**src/rtl/onehot_req_scheduler.sv**
```systemverilog
`default_nettype none
// ============================================================================
// Module   : onehot_req_scheduler
// Purpose  : Upstream stage for the 8-to-3 encoder.
//            - Synchronizes 8 asynchronous event lines.
//            - Detects rising edges and holds them as pending events.
//            - Presents exactly one event at a time as a legal one-hot byte.
//            The downstream encoder therefore never sees a zero-hot or
//            multi-hot code on a valid beat.
//
// Ports    : clk         single clock, rising edge
//            rst         asynchronous active-high reset
//            req_in      raw asynchronous event lines, bit i = source i
//            onehot_out  selected request; one-hot when out_valid, else 0
//            out_valid   onehot_out holds a request
//            out_ready   downstream accepts (transfer = out_valid & out_ready)
//            pending     registered pending-event vector (status)
//            overflow    1-cycle pulse when a new edge hits an already
//                        pending bit (the event is merged, i.e. lost)
//
// Options  : ONEHOT_SCHED_FIXED_PRIO_EN defined
//              -> fixed priority, highest index wins; no RR pointer.
//            ONEHOT_SCHED_FIXED_PRIO_EN undefined (default)
//              -> round-robin starting at the pointer, wrapping 7 -> 0.
//
// Revision : 1.0  initial release
// ============================================================================
module onehot_req_scheduler #(
  parameter int SYNC_STAGES = 2,  // legal 2..4
  parameter int N_REQ       = 8   // fixed at 8 to match the encoder width
) (
  input  logic             clk,
  input  logic             rst,
  input  logic [N_REQ-1:0] req_in,
  output logic [N_REQ-1:0] onehot_out,
  output logic             out_valid,
  input  logic             out_ready,
  output logic [N_REQ-1:0] pending,
  output logic             overflow
);

  localparam int PTR_W = $clog2(N_REQ);

  typedef enum logic [0:0] {
    ST_IDLE    = 1'b0,
    ST_PRESENT = 1'b1
  } state_t;

  state_t           state;
  logic [N_REQ-1:0] sync_q [SYNC_STAGES];
  logic [N_REQ-1:0] hist;
  logic [N_REQ-1:0] synced;
  logic [N_REQ-1:0] rise;
  logic             transfer;
  logic [N_REQ-1:0] clear;
  logic [N_REQ-1:0] avail;
  logic [N_REQ-1:0] next_sel;

  // --------------------------------------------------------------------------
  // Input synchronizer chain
  // --------------------------------------------------------------------------
  always_ff @(posedge clk or posedge rst) begin
    if (rst) begin
      for (int s = 0; s < SYNC_STAGES; s++) begin
        sync_q[s] <= '0;
      end
    end else begin
      sync_q[0] <= req_in;
      for (int s = 1; s < SYNC_STAGES; s++) begin
        sync_q[s] <= sync_q[s-1];
      end
    end
  end

  assign synced   = sync_q[SYNC_STAGES-1];
  assign rise     = synced & ~hist;
  assign transfer = out_valid & out_ready;
  assign clear    = transfer ? onehot_out : '0;
  // The bit handed off this cycle is never a candidate for the next beat,
  // even if a fresh edge re-pends it in the same cycle.
  assign avail    = pending & ~clear;

`ifdef ONEHOT_SCHED_FIXED_PRIO_EN
  // --------------------------------------------------------------------------
  // Fixed priority: highest index wins
  // --------------------------------------------------------------------------
  function automatic logic [N_REQ-1:0] pick_fixed(input logic [N_REQ-1:0] cand);
    logic [N_REQ-1:0] g;
    logic             found;
    g     = '0;
    found = 1'b0;
    for (int i = N_REQ - 1; i >= 0; i--) begin
      if (!found && cand[i]) begin
        g[i]  = 1'b1;
        found = 1'b1;
      end
    end
    return g;
  endfunction

  assign next_sel = pick_fixed(avail);

`else
  // --------------------------------------------------------------------------
  // Round-robin: scan upward from the start index, wrapping 7 -> 0
  // --------------------------------------------------------------------------
  logic [PTR_W-1:0] rr_ptr;
  logic [PTR_W-1:0] grant_idx;
  logic [PTR_W-1:0] search_start;

  function automatic logic [N_REQ-1:0] pick_rr(input logic [N_REQ-1:0] cand,
                                               input logic [PTR_W-1:0] start);
    logic [N_REQ-1:0] g;
    logic             found;
    logic [PTR_W-1:0] k;
    g     = '0;
    found = 1'b0;
    for (int off = 0; off < N_REQ; off++) begin
      // PTR_W-bit addition wraps naturally because N_REQ is a power of two
      k = start + PTR_W'(off);
      if (!found && cand[k]) begin
        g[k]  = 1'b1;
        found = 1'b1;
      end
    end
    return g;
  endfunction

  function automatic logic [PTR_W-1:0] oh_to_idx(input logic [N_REQ-1:0] oh);
    logic [PTR_W-1:0] idx;
    idx = '0;
    for (int i = 0; i < N_REQ; i++) begin
      if (oh[i]) idx = PTR_W'(i);
    end
    return idx;
  endfunction

  assign grant_idx    = oh_to_idx(onehot_out);
  // On a transfer the pointer is about to move past the granted index; the
  // back-to-back selection already searches from that new position.
  assign search_start = transfer ? PTR_W'(grant_idx + 1'b1) : rr_ptr;
  assign next_sel     = pick_rr(avail, search_start);

  always_ff @(posedge clk or posedge rst) begin
    if (rst) begin
      rr_ptr <= '0;
    end else if (transfer) begin
      rr_ptr <= PTR_W'(grant_idx + 1'b1);
    end
  end
`endif

  // --------------------------------------------------------------------------
  // Edge history, pending bookkeeping and presentation FSM
  // --------------------------------------------------------------------------
  always_ff @(posedge clk or posedge rst) begin
    if (rst) begin
      hist       <= '0;
      pending    <= '0;
      overflow   <= 1'b0;
      onehot_out <= '0;
      out_valid  <= 1'b0;
      state      <= ST_IDLE;
    end else begin
      hist     <= synced;
      // A rise on the bit being cleared wins: it stays pending as a new event.
      pending  <= (pending & ~clear) | rise;
      overflow <= |(rise & pending & ~clear);

      case (state)
        ST_IDLE: begin
          if (|pending) begin
            onehot_out <= next_sel;
            out_valid  <= 1'b1;
            state      <= ST_PRESENT;
          end
        end
        ST_PRESENT: begin
          if (transfer) begin
            if (|avail) begin
              onehot_out <= next_sel;
            end else begin
              onehot_out <= '0;
              out_valid  <= 1'b0;
              state      <= ST_IDLE;
            end
          end
        end
        default: begin
          onehot_out <= '0;
          out_valid  <= 1'b0;
          state      <= ST_IDLE;
        end
      endcase
    end
  end

endmodule
`default_nettype wire

```
**config.mk**
```make
export PLATFORM = sky130hd
export DESIGN_NAME = onehot_req_scheduler
export DESIGN_NICKNAME = d
export VERILOG_FILES = /design/src/rtl/onehot_req_scheduler.sv
export SDC_FILE = /design/constraint.sdc
export NUM_CORES = 1
export LEC_CHECK = 0
export CORE_UTILIZATION = 45
export CTS_BUF_LIST = sky130_fd_sc_hd__clkbuf_8
export CTS_CLUSTER_DIAMETER = 40
export DETAILED_ROUTE_END_ITERATION = 10
export DONT_BUFFER_PORTS = 1
export PLACE_DENSITY = 0.71
export SYNTH_ARGS = -nofsm -noshare
export SYNTH_HDL_FRONTEND = slang
export SYNTH_SLANG_ARGS = --single-unit
```
**constraint.sdc**
```tcl
create_clock -name clk -period 5.85 [get_ports clk]
set_clock_uncertainty 0.2 [all_clocks]
set_input_delay 0.8775 -clock clk [delete_from_list [all_inputs] [get_ports clk]]
set_output_delay 0.8775 -clock clk [all_outputs]
set_load 0.05 [all_outputs]
```
# Yosys cells after proc, flatten, opt, wreduce, memory -nomap -nowiden
# Index checks and enable logic that the tools add are counted.
# Widths: inputs -> output; s select.
# op_classes
n_addsub	8
magnitude_cmp	16
eq_ne	3
muxes	68
n_bitwise	16
reduce_logical	27
# op_table
operator	count
$mux 8	12
$or 8x8->8	8
$and 8x8->8	4
$lt 3x4->1 const B	8
$mux 1	30
$bmux 1 s3	8
$demux 1 s3	8
$ge 3x1->1 const B	8
$reduce_or 8->1	3
$mux 3	7
$not 8->8	2
$pmux 8 s2	1
$logic_and 1x1->1	15
$add 3x3->3 const B	4
$logic_not 1->1	7
$add 3x1->3 const B	2
$add 3x2->3 const B	2
$ne 2x2->1 const B	2
$pmux 1 s2	2
$reduce_and 3->1	1
$ne 2x1->1 const B	1
$reduce_and 2->1	1
$and 1x1->1	1
$not 1->1	1
# totals
regBits	46
input_bits	11
out_inout_bits	18
wordCells	147

# Logic depth before layout (Yosys ltp)
# depth
depth_word	36
ltp_mapped	19
depth_no_buf	16

# Worst setup path before layout
# No wires, ideal clock.
# synth_path
kind	reg2reg
startpoint	register onehot_out[5]
endpoint	register onehot_out[4]
setup_time_ns	0.082
arrival_ns	4.217
required_ns	5.568
slack_ns	1.351
path_stages_with_launch	20
path_buffers	3
synth_period_minus_slack_ns	4.499
path_cell_list	dfrtp_1 -> buf_6 -> nor2_4 -> a211o_4 -> nand2b_1 -> ha_1 -> mux2i_4 -> inv_2 -> buf_4 -> ha_1 -> inv_1 -> and3_1 -> or2_1 -> buf_4 -> mux2_2 -> o22a_1 -> or4_1 -> a21oi_1 -> o21ai_1 -> a31oi_1
# synth_via
elab_chain_cells	32
elab_cells_between_ends	112
cone_classes	add/sub: 8; order compare: 16; mux: 56; bitwise: 9; reduce/logical: 23
# synth_lines
item	line_no	source
start, declared	35	output logic [N_REQ-1:0] onehot_out,
start signal, assigned	173	onehot_out <= next_sel;
start signal, assigned	181	onehot_out <= next_sel;
branches (longest 31 deep; another with $lt 3x4->1)	--	
$pmux 8 s2 *	170	case (state)
# Mark *: on every way between the ends. The select of a mux whose other input is x is not followed.
# A chain may end at the register's enable or synchronous reset.

# Worst setup path in the final report
# layout_path
startpoint	register onehot_out[5]
endpoint	register onehot_out[6]
# The elaborated chain is that of the path after synthesis.

==> results.toml <==
[sta]
timing.slew.headroom = 0.352
hold_violations = 0
rsz0062_at_grt = "false"
period_share = 0.859
min_period_ns = 5.02
whs_ns = 0.157
slew_viol_final = 0
fmax_mhz = 199
worst_slew_pin_slew_ns = 0.971
setup_viol = 0
setup_tns_ns = 0

[routing]
vias = 3309
first_pass_iters = 6
first_iter_violations = 372
wirelength_mm = 11.1
wl_per_cell_um = 22.7
drcViolationCount = 0
final_antenna_net_count = 0
via_per_inst = 6.78

[die]
die_area_mm2 = 0.00757
initial_core_util = 0.473
ios = 29
die_w_um = 87.0
die_y_um = 87.0
coreArea_mm2 = 0.00687
rows = 30

[logic_synthesis]
synthTopCellsByCount = "nand2_1, dfrtp_1, nor2_1"
synthesis.area_mm2 = 0.00325
yosys-top-cells-area = "dfrtp_1, nand2_1, a21oi_1, nor2_1, nand2b_1"
syn_avg_cell_area_um2 = 8.47
yosys.area.top_type_share = 0.354
yosysWarningCount = 0
synth-seq-cells = 46
synth-edff-count = 0
ys_types = 74
synth_most_common_cell = "nand2_1"
synthCells = 384
synth_area_leader_cell = "dfrtp_1"
syn_nets = 397
synth_seq_area_share = 0.354
async_reset_ff_frac = 1.00
ys.flop_type = "dfrtp_1"

[placement]
gp_congestion = 0.954
io_buffers = 0
hpwl_mm = 8.30

[cts]
cts_sinks = 46
cts-resized-gates = 0
cts_root_buf = "clkbuf_8"
clkSlewWorstSetupHoldPaths_ns = 0.11
cts_hold_buf = 0
clockBufferDepth = 2
clk_latency_ns = 0.32
cts_tree = "built"
cts_buffers = 5
h-tree-depth = 2
post-cts-setup-buffer-count = 0

[global_routing]
overflow = 0
first_global_vias = 3137
grt_pass1_wl_mm = 17.4
antenna_found_initial = 0
grt_max_degree = 47
grt_util_all_layers = 0.311

[layout]
finalNetCount = 404
synthToLayoutAreaGrowth_pct = 8.20
multi_input_area_mm2 = 0.00194
layout.area.seq_mm2 = 0.00115
insertedDiodeCount = 0
drive_above_1_share = 0.156
fillerInstances = 682

[worst_setup_path]
critPathMaxFanout = 15
slowest_delay_ns = 0.64
path_delay_family = "simple AND/OR/NAND/NOR gates"
critPathLaunchType = "flop"
worstPathRequired_ns = 5.91
arrival_ns = 5.08
worstPathCellList = "nor2_4 -> a211o_4 -> nand2b_1 -> ha_1 -> mux2i_4 -> inv_2 -> ha_1 -> inv_1 -> and3_1 -> or2_1 -> a211oi_2 -> or4_4 -> nor4_4 -> o2bb2ai_1 -> o21ai_1 -> nand3_1"
cpMostUsedCell = "ha_1"
reg2reg_to = "onehot_out[6]"
reg2reg_depth = 16
cp-end-kind = "flop"
critPathKind = "reg -> reg"
r2r_start = "onehot_out[5]"
crit_buf_inv = 2
reg2reg_slack_ns = 0.83
cp_slowest_cell = "dfrtp_1"

[min_path]
holdPathEnd = "synced[1]"
whs_path_depth = 0
hold_path.class = "reg -> reg"
hold_start = "sync_q[9]"

[job]
drv_cap = 0

[outcome]
outcome = "complete, no violations"
## worst reg2reg max path: cells and delay by family, from the launching register on
kind	cells	cell delay, ns
compound gates	4	0.87
fa+ha+maj	2	0.60
simple gates	7	1.96
buf+inv	2	0.35
flops	1	0.64
mux	1	0.34
## area by class of cell
type | count | area share
Tap cell | 96 | 0.0341
Timing Repair Buffer | 21 | 0.0448
Inverter | 13 | 0.0139
Clock inverter | 3 | 0.00818
Clock buffer | 5 | 0.0196
Sequential cell | 46 | 0.327
Multi-Input combinational cell | 304 | 0.552
## sequential cells by signal (all words and copies together) (netlist names)
| register | count |
|---|---|
| hist | 8 |
| out_valid | 1 |
| onehot_out | 8 |
| synced | 8 |
| overflow | 1 |
| sync_q | 8 |
| state | 1 |
| rr_ptr | 3 |
| pending | 8 |
## kinds of logic (layout without fill, tap and decap cells)
logic type | count (synthesis) | in the layout | share of synthesized area
and+or+nand+nor | 165 | 165 | 0.270
AOI/OAI and AO/OA | 126 | 126 | 0.280
DFF | 46 | 46 | 0.354
buffers and inverters | 34 | 42 | 0.0485
muxes | 9 | 9 | 0.0342
adders and majority gates | 2 | 2 | 0.00769
xor gates and xnor gates | 2 | 2 | 0.00539
## metal layers
layer | vias up | wire (um) | GRT usage
met5 | - | 0 | 0
met1 | 1579 | 4660 | 0.420
li1 | 1457 | - | -
met2 | 225 | 4810 | 0.472
met3 | 48 | 1090 | 0.0682
met4 | 0 | 501 | 0.145
## through the flow
stage / util / cell area (um^2) / cells / setup WS, ns
2_1_floorplan: - / 3250 / 384 / 1.35
3_3_place_gp: 0.498 / 3420 / 480 / 1.07
3_5_place_dp: 0.498 / 3420 / 480 / 0.992
4_1_cts: 0.512 / 3520 / 488 / 0.954
5_1_grt: 0.512 / 3520 / 488 / 0.667
6_report: 0.512 / 3520 / 488 / 0.828
## layout by cell type (no fill, tap or decap), drive strengths merged, types with 2 or more instances in the layout
| cell type | Yosys | layout |
|---|---|---|
| nand2 | 57 | 57 |
| dfrtp | 46 | 46 |
| nor2 | 31 | 31 |
| a21oi | 25 | 25 |
| o21ai | 22 | 22 |
| buf | 10 | 21 |
| nand2b | 15 | 15 |
| inv | 13 | 15 |
| nand3 | 11 | 11 |
| a211oi | 10 | 10 |
| nor3 | 9 | 9 |
| o22ai | 9 | 9 |
| nor4 | 9 | 9 |
| o41ai | 8 | 8 |
| o32ai | 7 | 7 |
| or2 | 7 | 7 |
| a21o | 6 | 6 |
| a31oi | 6 | 6 |
| nand3b | 5 | 5 |
| a22oi | 5 | 5 |
| o21a | 5 | 5 |
| clkbuf | 11 | 5 |
| mux2i | 5 | 5 |
| nand4 | 4 | 4 |
| mux2 | 4 | 4 |
| o31ai | 3 | 3 |
| o211ai | 3 | 3 |
| a32oi | 3 | 3 |
| and2 | 3 | 3 |
| or4 | 3 | 3 |
| a211o | 3 | 3 |
| and3 | 3 | 3 |
| xnor2 | 2 | 2 |
| or3 | 2 | 2 |
| a22o | 2 | 2 |
| a221oi | 2 | 2 |
| ha | 2 | 2 |
| nor2b | 2 | 2 |
## how the worst max path moves through the flow
stage / start / depth (start not counted) / slack [ns] / endpoint
finish: onehot_out[5] / 16 / 0.83 / onehot_out[6]
global placement: onehot_out[5] / 16 / 1.07 / onehot_out[6]
global route: onehot_out[5] / 15 / 0.67 / onehot_out[5]
CTS: onehot_out[5] / 16 / 0.95 / onehot_out[6]
floorplan: onehot_out[5] / 19 / 1.35 / onehot_out[4]
detailed placement: onehot_out[5] / 16 / 0.99 / onehot_out[6]
Power is not shown: default switching activity piles up to over one toggle a cycle in this logic, so the estimate is an artifact.
